File: src/rtl/note_sequencer.sv
// Song-table melody sequencer: steps through (note id, duration) entries at a
// selectable tempo and hands each note to the downstream audio_wave stage.
module note_sequencer #(
  parameter int TICK_DIV  = 4_062_500,
  parameter int SONG_LEN  = 32,
  parameter int ADDR_BITS = 5
) (
  input  logic                 clock,
  input  logic                 reset,
  input  logic                 play,
  input  logic                 loop,
  input  logic [1:0]           tempo_sel,
  output logic [ADDR_BITS-1:0] song_addr,
  input  logic [7:0]           song_data,
  output logic [4:0]           freq_id,
  output logic                 new_f,
  output logic                 mute,
  output logic                 busy,
  output logic                 beat
);

  // state | meaning
  // IDLE  | stopped, rewound to entry 0, muted
  // LOAD  | one cycle: capture entry at song_addr, strobe new_f
  // PLAY  | count beats of the current note
  // DONE  | song finished without loop; waits for play=0

  localparam int TW = $clog2(TICK_DIV + 1);
  localparam logic [ADDR_BITS-1:0] LAST = ADDR_BITS'(SONG_LEN - 1);
  localparam logic [4:0] REST_ID = 5'd31;

  typedef enum logic [1:0] {IDLE, LOAD, PLAY, DONE} state_t;

  state_t                 state, state_nxt;
  logic [TW-1:0]          period, period_nxt;
  logic [TW-1:0]          tick_left, tick_left_nxt;
  logic [2:0]             dur_cnt, dur_cnt_nxt;
  logic [ADDR_BITS-1:0]   song_addr_nxt;
  logic [4:0]             freq_id_nxt;
  logic                   new_f_nxt, mute_nxt, busy_nxt, beat_nxt;
  logic                   tick_tc, note_end;

  // Beat timer runs down from P-1; terminal count is the last clock of a beat.
  assign tick_tc  = (tick_left == '0);
  assign note_end = tick_tc && (dur_cnt == 3'd0);

  always_ff @(posedge clock or negedge reset) begin
    if (!reset) begin
      state     <= IDLE;
      song_addr <= '0;
      freq_id   <= '0;
      new_f     <= 1'b0;
      mute      <= 1'b1;
      busy      <= 1'b0;
      beat      <= 1'b0;
      period    <= '0;
      tick_left <= '0;
      dur_cnt   <= '0;
    end else begin
      state     <= state_nxt;
      song_addr <= song_addr_nxt;
      freq_id   <= freq_id_nxt;
      new_f     <= new_f_nxt;
      mute      <= mute_nxt;
      busy      <= busy_nxt;
      beat      <= beat_nxt;
      period    <= period_nxt;
      tick_left <= tick_left_nxt;
      dur_cnt   <= dur_cnt_nxt;
    end
  end

  always_comb begin
    state_nxt = state;
    case (state)
      IDLE: if (play) state_nxt = LOAD;
      LOAD: state_nxt = play ? PLAY : IDLE;
      PLAY: begin
        // Stopping wins over an end-of-note in the same cycle.
        if (!play) begin
          state_nxt = IDLE;
        end else if (note_end) begin
          state_nxt = (song_addr != LAST || loop) ? LOAD : DONE;
        end
      end
      DONE: if (!play) state_nxt = IDLE;
      default: state_nxt = IDLE;
    endcase
  end

  always_comb begin
    song_addr_nxt = song_addr;
    freq_id_nxt   = freq_id;
    new_f_nxt     = 1'b0;
    mute_nxt      = mute;
    beat_nxt      = 1'b0;
    period_nxt    = period;
    tick_left_nxt = tick_left;
    dur_cnt_nxt   = dur_cnt;
    busy_nxt      = (state_nxt == LOAD) || (state_nxt == PLAY);
    case (state)
      IDLE: begin
        song_addr_nxt = '0;
        mute_nxt      = 1'b1;
      end
      LOAD: begin
        if (play) begin
          freq_id_nxt   = song_data[7:3];
          dur_cnt_nxt   = song_data[2:0];
          period_nxt    = TW'(TICK_DIV >> tempo_sel);
          tick_left_nxt = TW'((TICK_DIV >> tempo_sel) - 1);
          mute_nxt      = (song_data[7:3] == REST_ID);
          new_f_nxt     = 1'b1;
        end else begin
          song_addr_nxt = '0;
          mute_nxt      = 1'b1;
        end
      end
      PLAY: begin
        if (!play) begin
          song_addr_nxt = '0;
          mute_nxt      = 1'b1;
        end else if (tick_tc) begin
          beat_nxt      = 1'b1;
          tick_left_nxt = period - 1'b1;
          if (dur_cnt != 3'd0) begin
            dur_cnt_nxt = dur_cnt - 3'd1;
          end else if (song_addr != LAST) begin
            song_addr_nxt = song_addr + 1'b1;
          end else if (loop) begin
            song_addr_nxt = '0;
          end else begin
            mute_nxt = 1'b1;
          end
        end else begin
          tick_left_nxt = tick_left - 1'b1;
        end
      end
      DONE: begin
        mute_nxt = 1'b1;
        if (!play) song_addr_nxt = '0;
      end
      default: begin
        song_addr_nxt = '0;
        mute_nxt      = 1'b1;
      end
    endcase
  end

endmodule

File: config.mk
export PLATFORM = sky130hd
export DESIGN_NAME = note_sequencer
export DESIGN_NICKNAME = d
export VERILOG_FILES = /design/src/rtl/note_sequencer.sv
export SDC_FILE = /design/constraint.sdc
export NUM_CORES = 1
export LEC_CHECK = 0
export CAP_MARGIN = 10
export CELL_PAD_IN_SITES_DETAIL_PLACEMENT = 0
export CELL_PAD_IN_SITES_GLOBAL_PLACEMENT = 1
export CORE_MARGIN = 2
export CORE_UTILIZATION = 28
export CTS_CLUSTER_SIZE = 40
export DETAILED_ROUTE_END_ITERATION = 6
export PLACE_DENSITY = 0.55
export SYNTH_ARGS = -nofsm -noshare
export SYNTH_HDL_FRONTEND = slang
export SYNTH_SLANG_ARGS = --single-unit
File: constraint.sdc
create_clock -name clock -period 8.95 [get_ports clock]
set_input_delay 1.3425 -clock clock [delete_from_list [all_inputs] [get_ports clock]]
set_output_delay 1.3425 -clock clock [all_outputs]
set_load 0.005 [all_outputs]
# Word-level counts from Yosys, hierarchy flattened

Index checks and enable logic that the tools add are counted.

Bits in registers: 63
Input port bits: 14
Output and inout port bits: 14
Word-level logic and storage cells: 83

Add/sub/neg operators: 5
Equality and inequality tests: 17
Shift-type cells: 1
Muxes and demuxes: 35
Reductions and logical operators: 15

Operators with widths:

| kind                                                                  | count |
|---|---|
| 22-bit two-way mux                                                    | 3 |
| 22-bit one-hot mux with 2 select lines                                | 1 |
| 22-bit by 1-bit subtractor with 22-bit output (second input constant) | 2 |
| 5-bit two-way mux                                                     | 6 |
| 22-bit logical NOT                                                    | 1 |
| 22-bit by 2-bit right shift with 22-bit output (first input constant) | 1 |
| 22-bit by 2-bit subtractor with 22-bit output (second input constant) | 1 |
| 5-bit one-hot mux with 3 select lines                                 | 1 |
| 2-bit two-way mux                                                     | 6 |
| 3-bit two-way mux                                                     | 4 |
| 3-bit inequality test (second input constant)                         | 4 |
| 1-bit two-way mux                                                     | 11 |
| 2-bit inequality test (second input constant)                         | 5 |
| 2-bit one-hot mux with 4 select lines                                 | 1 |
| 4-bit AND reduction                                                   | 2 |
| 2-bit == test (second input constant)                                 | 3 |
| 3-bit one-hot mux with 2 select lines                                 | 1 |
| 5-bit by 1-bit adder with 5-bit output (second input constant)        | 1 |
| 5-bit == test (second input constant)                                 | 1 |
| 5-bit inequality test (second input constant)                         | 1 |
| 5-bit AND reduction                                                   | 1 |
| 2-bit by 1-bit == test with 1-bit output (second input constant)      | 2 |
| 4-bit inequality test (second input constant)                         | 1 |
| 2-bit OR reduction                                                    | 2 |
| other kinds (10)                                                      | 11 |

# Depth between registers and ports, before layout

Depth in word-level cells: 8
Mapped depth: 12
Mapped depth without buffers: 10

# Least setup slack after synthesis

No wires, ideal clock.

Path type: register -> register
Start: reg tick_left[14]
End: reg tick_left[14]
Setup time: 0.142 ns
Data arrival time: 2.700 ns
Data required time: 8.808 ns
Setup slack: 6.108 ns
Cell stages (with the launch flop): 12
Buffers on the path: 1
Clock period less this slack: 2.842 ns
Cells stage by stage: dfrtp_1 > nor4_1 > nand4b_1 > nor2_1 > clkbuf_1 > a21oi_1 > ha_1 > nand4b_1 > nor3_1 > o211ai_1 > a21boi_0 > o221ai_1

Word-level cells in the longest chain between the ends: 4
Elaborated cells between the ends (all ways): 5
Classes of those cells: 1 x add/sub; 3 x mux; 1 x reduce/logical

RTL lines:

| item                                                                                | RTL line | source |
|---|---|---|
| start, declared                                                                     | 36       | `logic [TW-1:0] tick_left, tick_left_nxt;` |
| start signal, assigned                                                              | 68       | `tick_left <= tick_left_nxt;` |
| 22-bit by 1-bit subtractor with 22-bit output or 22-bit logical NOT (tied branches) | 136, 44  |  |
| 22-bit two-way mux *                                                                | 123      | `end else if (tick_tc) begin` |
| 22-bit two-way mux *                                                                | 120      | `if (!play) begin` |
| 22-bit one-hot mux with 2 select lines *                                            | 101      | `case (state)` |

Mark *: on every way between the ends. The rest lies on a longest branch, timed or not. The select of a mux whose other input is x is not followed.
A chain may end at the register's enable or synchronous reset.

# Final worst setup path

Start: in play
End: reg tick_left[9]

Word-level cells in the longest chain between the ends: 2
Elaborated cells between the ends (all ways): 3
Classes of those cells: 2 x eq/ne; 1 x reduce/logical

RTL lines:

| item                                   | RTL line | source |
|---|---|---|
| start, declared                        | 10       | `input logic play,` |
| 2-bit inequality test (no source line) | --       |  |
| 3-bit AND reduction (no source line) * | --       |  |

Mark *: on every way between the ends. The rest lies on a longest branch, timed or not.

==> reports/metrics.yaml <==
multi_input_area_mm2: 0.00182
drive_gt1_share_pct: 6.44
drc: 0
worst_pin_slew_ns: 0.996
r2r_start: "tick_left[14]"
final_nets: 428
crit_fanout: 25
grt_usage_pct: 18.1
numCtsBuffers: 5
finalCritPeriodShare_pct: 46.0
wl_mm: 10.9
finalSetupViolCount: 0
ff_latch_area_mm2: 0.00130
grt_pass1_wl_mm: 17.5
clk_pin_slew_ns: 0.07
antennaDiodeCount: 0
synth_top_area_cell: "dfrtp_1"
syn_to_final_growth_pct: 16.6
syn_avg_cell_area_um2: 8.41
start_util_pct: 28.5
rsz0062_at_grt: "no"
die-height_um: 112
end_kind: "register"
ff2ff_setup_slack_ns: 5.29
fin_setup_tns_ns: 0
hold_depth: 2
skew_ns: 0.00519
cts_buffer_depth: 2
grt_max_degree: 53
hold_slack_ns: 0.481
first_pass_iters: 5
antenna_left: 0
hold_violations: 0
r2r_end: "tick_left[14]"
syn_nets: 411
p_per_area_mw_per_mm2: 208
power_mw: 0.789
ys.flop_type: "dfrtp_1"
gp_congestion: 0.864
synth_edf_count: 0
rows: 39
cts_setup_buffers: 0
ios: 28
worstHoldStart: "freq_id[2]"
ys_warn_count: 0
fp.dieArea_mm2: 0.0125
wl_per_cell_um: 19.8
root_buffer: "clkbuf_16"
fmax_mhz: 243
netlist_area_mm2: 0.00325
leakagePower_nw: 1.51
holdPathEnd: "freq_id[2]"
die_w_um: 112
cts_hold_buf: 0
ir_drop_uv: 65.4
fillers: 1212
cts.sinks: 52
final_cells: 547
reg2regPathDepth: 10
required_ns: 9.14
utilization_pct: 33.3
synth_cell_types: 62
htreeDepth: 2
syn-instance-count: 386
cts_resized: 0
coreArea_mm2: 0.0114
synth_area_leaders: "dfrtp_1, nand2_1, a21oi_1"
synthArstFlopShare_pct: 100
startpoint: "play"
cp-start-kind: "input port"
drv_slew: 0
synth_top_area_share_pct: 39.3
hp-class: "register to register"
cts_tree: "done"
port-buffer-count: 27
grt_pass1_vias: 3089
dpl.hpwl_mm: 7.49
globalRoute.totalOverflow: 0
drt_iter0_markers: 170
insertion_delay_ns: 0.30
vias: 3062
min_period_ns: 4.12
viasPerCell: 5.60
place_inst: 539
ys_ff_latch: 52
criticalPathCategory: "input port to register"
antenna_found_initial: 0
status: "completed"
ys_seq_area_share_pct: 40.1
maxSlewHeadroom_pct: 33.4
cap_viol_max_count: 0
crit_arrival_ns: 4.30
## registers in the layout, summed over array words and instances, names as in the netlist, 2 cells and up
| name | count |
|---|---|
| state | 2 |
| dur_cnt | 3 |
| tick_left | 22 |
| song_addr | 5 |
| freq_id | 5 |
| period | 11 |
## worst max-delay path by stage
stage,end,slack (ns),depth (start not counted)
after floorplan,tick_left[14],6.11,11
after global placement,tick_left[9],4.47,8
after detailed placement,tick_left[9],4.42,8
after CTS,tick_left[9],4.74,8
after global routing,tick_left[9],4.53,8
final,tick_left[9],4.83,8
## per-layer routing
layer  up-vias  track usage, %  wire length [um]
li1       1454               -                 -
met4         0            7.74               235
met1      1507            26.1              5340
met5         -               0                 0
met2        84            26.9              4810
met3        17            2.83               477
## synthesized netlist by cell type, types with 2 or more instances
master      n
nor4_1      7
nand2_1    55
a22oi_1     4
nor2b_1     7
o21a_1      3
a221oi_1    3
nand2b_1    2
clkbuf_1   20
o31a_1      4
o21ai_1     2
or3_1       7
and2_1      4
nor2_1     37
o211ai_1    8
a2111oi_0   2
nand4_1     4
dfrtp_1    51
o21ai_0    23
or4_4       2
a2bb2oi_1   2
a21oi_1    29
inv_1      10
o22ai_1     6
nand4b_1    5
nor3_1     11
ha_1       11
and3_1      2
or4_1       2
a22o_1      2
o31ai_1     2
o21bai_1    3
xnor2_1     2
a31o_2      2
a21o_1      3
a31oi_1    10
nand3_1    13
## worst max-delay path, stage by stage
cell             delay [ns]
clkdlybuf4s50_1        0.70
nor2b_1                0.28
nand2_1                0.08
buf_4                  0.28
inv_1                  0.35
nor2_1                 0.87
a31oi_1                0.06
o2bb2a_1               0.32
## kinds of logic (layout without fill, tap and decap cells)
kind of cell               after synthesis  in the layout  synth area share [%]
buffers and inverters                   32             50                  3.74
and+or+nand+nor                        165            165                  25.6
adders and majority gates               11             11                  4.24
muxes                                    2              2                 0.771
DFF                                     52             52                  40.1
AOI/OAI and AO/OA                      121            121                  24.7
xor gates and xnor gates                 3              3                 0.810
## layout make-up
class	count	area share, %
Inverter	10	0.992
Timing Repair Buffer	32	8.00
Sequential cell	52	34.4
Clock buffer	6	3.40
Tap cell	143	4.73
Multi-Input combinational cell	302	48.1
Clock inverter	2	0.331
## cell usage in the layout (no fill, tap or decap), drive strengths merged, types with 3 or more instances in the layout
cell type,instances
a21o,3
a21oi,29
a221oi,3
a22oi,5
a31oi,10
and2,4
buf,6
clkbuf,6
clkdlybuf4s50,26
dfrtp,51
ha,11
inv,10
nand2,55
nand3,13
nand4,4
nand4b,6
nor2,37
nor2b,7
nor3,11
nor4,8
o211ai,8
o21a,3
o21ai,25
o21bai,3
o22ai,6
o31a,4
or3,7
or4,4
## metrics by stage
stage | instance area [um2] | setup slack, ns
detailed placement | 3640 | 4.42
global placement | 3640 | 4.47
CTS | 3780 | 4.74
finish | 3780 | 4.83
global route | 3780 | 4.53
floorplan | 3250 | 6.11
## report_power, final
group          internal [mW]  switching (mW)  total [mW]
Sequential             0.290          0.0854       0.375
Clock                  0.104          0.0944       0.198
Combinational         0.0982           0.118       0.216
(Power assumes the default switching activity.)
